**src/rtl/bus_datapath_seq.sv**
```systemverilog
// bus_datapath_seq: register-file datapath with an internal ALU sequenced by its own FSM.
// A single start pulse runs Rb -> Y, Y op Rc -> Z, then Z -> Ra (ALU ops) or Z -> HI/LO (MUL/DIV).
// MUL is shift-add and DIV is restoring, one step per cycle; an external port loads/reads registers.
//
// Ports:
//   clock_i            system clock, rising edge
//   clear_ni           asynchronous active-low reset
//   start_i            begin an op (sampled only when idle)
//   opcode_i           0 ADD,1 SUB,2 AND,3 OR,4 SHL,5 SHR,6 SRA,7 MUL,8 DIV, others illegal
//   ra_i/rb_i/rc_i     destination / source A / source B register indices
//   ld_en_i/ld_addr_i/ld_data_i  external register load (honoured only when idle)
//   rd_addr_i/rd_data_o          combinational debug read
//   hi_o/lo_o          HI/LO registers
//   busy_o             op in progress
//   done_o             one-cycle pulse after writeback
//   err_o              one-cycle pulse with done_o for an illegal opcode
//
// Configuration macro R0_ZERO_EN: when defined, R0 is hard-wired to zero (writes discarded).
module bus_datapath_seq #(
  parameter int unsigned DATA_W   = 32,
  parameter int unsigned NUM_REGS = 16,
  localparam int unsigned REG_AW  = $clog2(NUM_REGS),
  localparam int unsigned SH_W    = $clog2(DATA_W)
) (
  input  logic              clock_i,
  input  logic              clear_ni,
  input  logic              start_i,
  input  logic [3:0]        opcode_i,
  input  logic [REG_AW-1:0] ra_i,
  input  logic [REG_AW-1:0] rb_i,
  input  logic [REG_AW-1:0] rc_i,
  input  logic              ld_en_i,
  input  logic [REG_AW-1:0] ld_addr_i,
  input  logic [DATA_W-1:0] ld_data_i,
  input  logic [REG_AW-1:0] rd_addr_i,
  output logic [DATA_W-1:0] rd_data_o,
  output logic [DATA_W-1:0] hi_o,
  output logic [DATA_W-1:0] lo_o,
  output logic              busy_o,
  output logic              done_o,
  output logic              err_o
);

  localparam logic [3:0] OpAdd = 4'd0;
  localparam logic [3:0] OpSub = 4'd1;
  localparam logic [3:0] OpAnd = 4'd2;
  localparam logic [3:0] OpOr  = 4'd3;
  localparam logic [3:0] OpShl = 4'd4;
  localparam logic [3:0] OpShr = 4'd5;
  localparam logic [3:0] OpSra = 4'd6;
  localparam logic [3:0] OpMul = 4'd7;
  localparam logic [3:0] OpDiv = 4'd8;

  typedef enum logic [2:0] {StIdle, StLoadY, StExec, StIter, StWb} state_e;

  state_e              state_q;
  logic [3:0]          op_q;
  logic [REG_AW-1:0]   ra_q, rb_q, rc_q;
  logic [DATA_W-1:0]   rf_q [NUM_REGS];
  logic [DATA_W-1:0]   y_q, zhi_q, zlo_q, hi_q, lo_q;
  logic [SH_W-1:0]     cnt_q;
  logic                done_q, err_q;

  logic [DATA_W-1:0]   rb_val, rc_val, alu_res;
  logic [SH_W-1:0]     shamt;
  logic                op_alu, op_illegal;
  logic                ld_wr_ok, wb_wr_ok;

  // Iteration step helpers
  logic [DATA_W-1:0]   mul_add;
  logic [DATA_W:0]     mul_sum;
  logic [DATA_W:0]     div_rem_sh, div_diff;
  logic                div_ge;

`ifdef R0_ZERO_EN
  // R0 resets to zero and is never written, so reads of it always return zero.
  assign ld_wr_ok = (ld_addr_i != '0);
  assign wb_wr_ok = (ra_q != '0);
`else
  assign ld_wr_ok = 1'b1;
  assign wb_wr_ok = 1'b1;
`endif

  // The register file cannot change while busy, so sources are read live from the latched indices.
  assign rb_val     = rf_q[rb_q];
  assign rc_val     = rf_q[rc_q];
  assign shamt      = rc_val[SH_W-1:0];
  assign op_alu     = (op_q <= OpSra);
  assign op_illegal = (op_q > OpDiv);

  always_comb begin
    alu_res = '0;
    case (op_q)
      OpAdd:   alu_res = y_q + rc_val;
      OpSub:   alu_res = y_q - rc_val;
      OpAnd:   alu_res = y_q & rc_val;
      OpOr:    alu_res = y_q | rc_val;
      OpShl:   alu_res = y_q << shamt;
      OpShr:   alu_res = y_q >> shamt;
      OpSra:   alu_res = $signed(y_q) >>> shamt;
      default: alu_res = '0;
    endcase
  end

  // Shift-add: {Zhi,Zlo} holds {partial product, remaining multiplier}, shifted right each step.
  assign mul_add = zlo_q[0] ? rc_val : '0;
  assign mul_sum = {1'b0, zhi_q} + {1'b0, mul_add};

  // Restoring: Zhi is the partial remainder, Zlo shifts dividend bits out and quotient bits in.
  // The partial remainder stays below the divisor, so the W+1-bit difference sign is exact.
  assign div_rem_sh = {zhi_q, zlo_q[DATA_W-1]};
  assign div_diff   = div_rem_sh - {1'b0, rc_val};
  assign div_ge     = ~div_diff[DATA_W];

  always_ff @(posedge clock_i or negedge clear_ni) begin
    if (!clear_ni) begin
      state_q <= StIdle;
      op_q    <= '0;
      ra_q    <= '0;
      rb_q    <= '0;
      rc_q    <= '0;
      y_q     <= '0;
      zhi_q   <= '0;
      zlo_q   <= '0;
      hi_q    <= '0;
      lo_q    <= '0;
      cnt_q   <= '0;
      done_q  <= 1'b0;
      err_q   <= 1'b0;
      for (int i = 0; i < NUM_REGS; i++) begin
        rf_q[i] <= '0;
      end
    end else begin
      done_q <= 1'b0;
      err_q  <= 1'b0;
      case (state_q)
        StIdle: begin
          if (ld_en_i && ld_wr_ok) begin
            rf_q[ld_addr_i] <= ld_data_i;
          end
          if (start_i) begin
            op_q    <= opcode_i;
            ra_q    <= ra_i;
            rb_q    <= rb_i;
            rc_q    <= rc_i;
            state_q <= StLoadY;
          end
        end
        StLoadY: begin
          y_q     <= rb_val;
          state_q <= StExec;
        end
        StExec: begin
          if (op_alu) begin
            zhi_q   <= '0;
            zlo_q   <= alu_res;
            state_q <= StWb;
          end else if (op_q == OpMul) begin
            zhi_q   <= '0;
            zlo_q   <= y_q;
            cnt_q   <= SH_W'(DATA_W - 1);
            state_q <= StIter;
          end else if (op_q == OpDiv) begin
            if (rc_val == '0) begin
              zhi_q   <= y_q;
              zlo_q   <= '1;
              state_q <= StWb;
            end else begin
              zhi_q   <= '0;
              zlo_q   <= y_q;
              cnt_q   <= SH_W'(DATA_W - 1);
              state_q <= StIter;
            end
          end else begin
            state_q <= StWb;
          end
        end
        StIter: begin
          if (op_q == OpMul) begin
            zhi_q <= mul_sum[DATA_W:1];
            zlo_q <= {mul_sum[0], zlo_q[DATA_W-1:1]};
          end else begin
            zhi_q <= div_ge ? div_diff[DATA_W-1:0] : div_rem_sh[DATA_W-1:0];
            zlo_q <= {zlo_q[DATA_W-2:0], div_ge};
          end
          cnt_q <= cnt_q - 1'b1;
          if (cnt_q == '0) begin
            state_q <= StWb;
          end
        end
        StWb: begin
          if (op_alu && wb_wr_ok) begin
            rf_q[ra_q] <= zlo_q;
          end else if (op_q == OpMul || op_q == OpDiv) begin
            hi_q <= zhi_q;
            lo_q <= zlo_q;
          end
          done_q  <= 1'b1;
          err_q   <= op_illegal;
          state_q <= StIdle;
        end
        default: state_q <= StIdle;
      endcase
    end
  end

  assign rd_data_o = rf_q[rd_addr_i];
  assign hi_o      = hi_q;
  assign lo_o      = lo_q;
  assign busy_o    = (state_q != StIdle);
  assign done_o    = done_q;
  assign err_o     = err_q;

endmodule

```
**config.mk**
```make
export PLATFORM = sky130hd
export DESIGN_NAME = bus_datapath_seq
export DESIGN_NICKNAME = d
export VERILOG_FILES = /design/src/rtl/bus_datapath_seq.sv
export SDC_FILE = /design/constraint.sdc
export NUM_CORES = 2
export LEC_CHECK = 0
export CAP_MARGIN = 20
export CORE_MARGIN = 3
export CORE_UTILIZATION = 45
export CTS_CLUSTER_DIAMETER = 100
export DETAILED_ROUTE_END_ITERATION = 8
export PLACE_DENSITY_LB_ADDON = 0.1
export SLEW_MARGIN = 10
export SYNTH_ARGS = -nofsm -noshare
export SYNTH_HDL_FRONTEND = slang
export SYNTH_SLANG_ARGS = --single-unit
```
**constraint.sdc**
```tcl
create_clock -name clock_i -period 12 [get_ports clock_i]
set_input_delay 2.4 -clock clock_i [delete_from_list [all_inputs] [get_ports clock_i]]
set_output_delay 2.4 -clock clock_i [all_outputs]
set_load 0.02 [all_outputs]
```
---- After elaboration in Yosys (flattened, before gate mapping) ----
Cells that the tools add are included.
word-level totals
  flip-flop bits (word level) ............. 698
  memories ................................ 0
  input port bits ......................... 60
  logic and storage cells ................. 138
  bits in writable memories ............... 0
  bits in latches ......................... 0
  bits in read-only memories .............. 0
operators by class
  multiplexer cells ....................... 47
  $lt $le $gt $ge ......................... 9
  bitwise logic cells ..................... 9
  reduce and logical (&&, ||, !) cells .... 16
  div/mod/pow operators ................... 0
  multiply operators ...................... 0
  add/subtract/negate cells ............... 5
  equality and inequality tests ........... 20
  shift-type cells ........................ 3
operators with widths
  kind                  count
  $bwmux W512           2
  $mux W512             2
  $pmux W512 S2         1
  $mux W32              20
  $bmux W32 S4          3
  $demux W32 S4         2
  $pmux W32 S7          1
  $pmux W32 S2          2
  $add A32 B32 Y33      1
  $sub A33 B32 Y33      1
  $add A32 B32 Y32      1
  $and A32 B32 Y32      1
  $logic_not A32 Y1     1
  $or A32 B32 Y32       1
  $shl A32 B5 Y32       1
  $shr A32 B5 Y32       1
  $sshr A32 B5 Y32      1
  $sub A32 B32 Y32      1
  $ge A5 B5 Y1 const B  5
  $not A4 Y5            5
  $mux W5               4
  $mux W3               6
  $eq A4 B3 Y1 const B  4
  $pmux W3 S4           1
  26 further kinds      41

---- Logic depth before layout (Yosys ltp) ----
  depth in word-level cells ............... 10
  mapped depth ............................ 29

---- Worst setup path before layout ----
Ideal clock, no wire load.
  kind .................................... input to output
  start ................................... input port rd_addr_i[0]
  end ..................................... output port rd_data_o[11]
  data arrival time ....................... 4.541 ns
  path buffers ............................ 2
  cell stages on the path ................. 4
  slack ................................... 5.059 ns
  data required time ...................... 9.600 ns
  path through ............................ clkbuf_1 > buf_1 > mux4_2 > mux4_2
between the ends
  longest elaborated chain between the ends .. 4
ends and longest elaborated chain
  what                                         line  source
  start: declaration                           35    input logic [REG_AW-1:0] rd_addr_i,
  $not A4 Y5 (not written as such)             207   assign rd_data_o = rf_q[rd_addr_i];
  $bmux W32 S4                                 207
  $mux W32 (not written as such) (2 in a row)  207
  end: declaration                             36    output logic [DATA_W-1:0] rd_data_o,
No other way between the ends. The select of a mux whose other input is x is not followed.

---- Worst setup path after layout ----
Same ends and word-level chain as after synthesis.

==> reports/results.txt <==
Iter 0 DRT Violations = 6791
area of the die = 122000 um2
Worst EP required = 9600 ps
delay-heaviest family, CP = buffers and inverters
WHS Path Cells = 2
CP Capture Type = primary output
FF+latch count, synth = 698
Die W = 350 um
clock tree buffer depth = 3
Synth async-reset ratio = 100%
Critical path buffers and inverters = 3
r2r setup slk = 4360 ps
Vert. Die Dim = 350 um
cell count after synthesis = 5079
CTS buffer count = 86
first-pass GRT wire length = 369000 um
DR DRC count = 0
gr ovfl total = 0
Post-Syn Nets = 5243
DP HPWL = 165000 um
top post-synthesis cells by area = dfrtp_1 33%, mux4_2 19%, o221ai_1 7.6%
area occupied by multi-input gates = 33500 um2
Initial Util = 45.5%
IO buf count = 158
RR Endpoint = zhi_q[3]
Std-Cell Rows = 125
Synth top area share = 32.9%
Startpoint Class = input port
average routed wire per standard cell = 39.8 um
Post-synth EDFFs = 0
Largest stage delay, worst path = 790 ps
# IOs = 159
WHS Endpoint = lo_o[31]
cell taking the most area after synthesis = dfrtp_1
DRT Pass-1 Iters = 6
vias per cell = 7.70
YS warnings = 0
met1 WL = 96500 um
share of cells above drive strength 1 = 19.5%
Yosys cell types = 91
Global Route Usage Sum = 41.9%
worst r2r src = rc_q[1]
clk slew on worst S/H paths = 50 ps
cell area after synthesis = 53100 um2
Tmin final = 8020 ps
post-route ant nets = 0
hold wc startpoint = lo_o[31]
CTS Hold Buffers Added = 0
final clock skew = 74.3 ps
DR WL met2 = 112000 um
root buffer cell = clkbuf_16
met3 WL post-DR = 31700 um
vias in the first global route = 48.2k
Fin. Hold Viols = 0
final setup fails = 0
CP Data Arrival Time = 5620 ps
outcome = complete, no violations
unrepaired setup endpoints after global routing = false
most used cell, CP = mux4_2
gp weighted congestion = 1.05
post-CTS sizing = 0
largest net degree at the start of global routing = 162
Reg area = 17500 um2
Total Neg Setup Slack = 0 ps
Area Growth Syn to Fin = 11.2%
Slew Limit Fails = 0
Slowest-stage cell, CP = buf_4
fill count = 10.6k
total number of vias = 50.3k
CTS Sinks = 698
Tcrit/Tclk final = 66.8%
Max-cap violations = 0
initial antenna violation count = 8
crit path cell chain = buf_8, buf_4, mux4_2, mux4_2, clkdlybuf4s50_1
Post-synth top flop = dfrtp_1
final WL = 260000 um
nets = 5095
Worst-Margin Slew = 1270 ps
post-CTS setup repair buffer count = 0
Commonest cells post-synth = 698 x dfrtp_1, 471 x o21a_1, 460 x o221ai_1
DR top layer = met5
number of cells on the worst reg-to-reg path = 18
CP Class = input port to primary output
max_slew headroom = 15.5%
crit path max fanout = 50
FMAX = 125 MHz
worst-skew pair later-pin latency = 740 ps
syn_area_per_cell = 10.5 um2
# H-tree levels = 3
Seq/Total Area, Yosys = 32.9%
dominant cell by count in the synthesized netlist = dfrtp_1
Core Region = 117000 um2
worst min path class = flop to flop
CTS tree = built
worst min-delay path: stages, from the launching register on:
cell     delay (ps)
dfrtp_1         340
nand2_1          40
o21ai_0          60
metal layers:
layer	vias up	track usage (%)
met5	-	0.235
met4	8	25.5
met3	971	13.5
met2	3723	62.0
met1	25600	53.6
li1	20000	-
registers in the layout (all words and copies together) (netlist names):
register  count
y_q          32
rf_q        512
done_o        1
err_o         1
cnt_q         5
hi_o         32
ra_q          4
state_q       3
lo_o         32
zlo_q        32
op_q          4
rb_q          4
rc_q          4
zhi_q        32
cells by family after synthesis:
family / synth area share [%]
compound gates: 26.3
simple gates: 7.56
mux: 24.3
flops: 32.9
buf+inv: 4.68
xor+xnor: 1.75
fa+ha+maj: 2.49
cell usage in the layout, fill, tap and decap left out, drive strengths merged, types with 70 or more instances in the layout:
cell / count
a21oi: 249
buf: 160
clkbuf: 129
clkdlybuf4s50: 153
dfrtp: 698
ha: 101
inv: 72
mux2: 129
mux2i: 158
mux4: 438
nand2: 359
nand3: 70
nor2: 291
o21a: 471
o21ai: 255
o221ai: 461
xnor2: 72
worst max-delay path by stage:
stage	from	end	depth (start not counted)
after CTS	rd_addr_i[0]	rd_data_o[11]	5
after floorplan	rd_addr_i[0]	rd_data_o[11]	4
after global placement	rd_addr_i[0]	rd_data_o[11]	5
final	rd_addr_i[0]	rd_data_o[11]	5
after detailed placement	rd_addr_i[0]	rd_data_o[11]	5
after global routing	rd_addr_i[0]	rd_data_o[11]	5
stage by stage:
stage	setup WS [ps]	instances	util, %	hold slack [ps]	instance area [um2]
floorplan	5060	5079	-	478	53100
global placement	4040	6363	48.0	463	56000
detailed placement	4010	6364	48.0	469	56000
CTS	3990	6523	50.6	481	59000
global route	3860	6528	50.6	503	59100
finish	3980	6533	50.6	474	59100
cell type report:
type | instances | area share [%]
Inverter | 71 | 0.453
Sequential cell | 698 | 29.6
Antenna cell | 7 | 0.0296
Clock buffer | 128 | 4.21
Clock inverter | 31 | 0.881
Timing Repair Buffer | 314 | 4.86
Multi-Input combinational cell | 3760 | 56.7
Tap cell | 1524 | 3.23
Power is not shown: default switching activity piles up to over one toggle a cycle in this logic, so the estimate is an artifact.
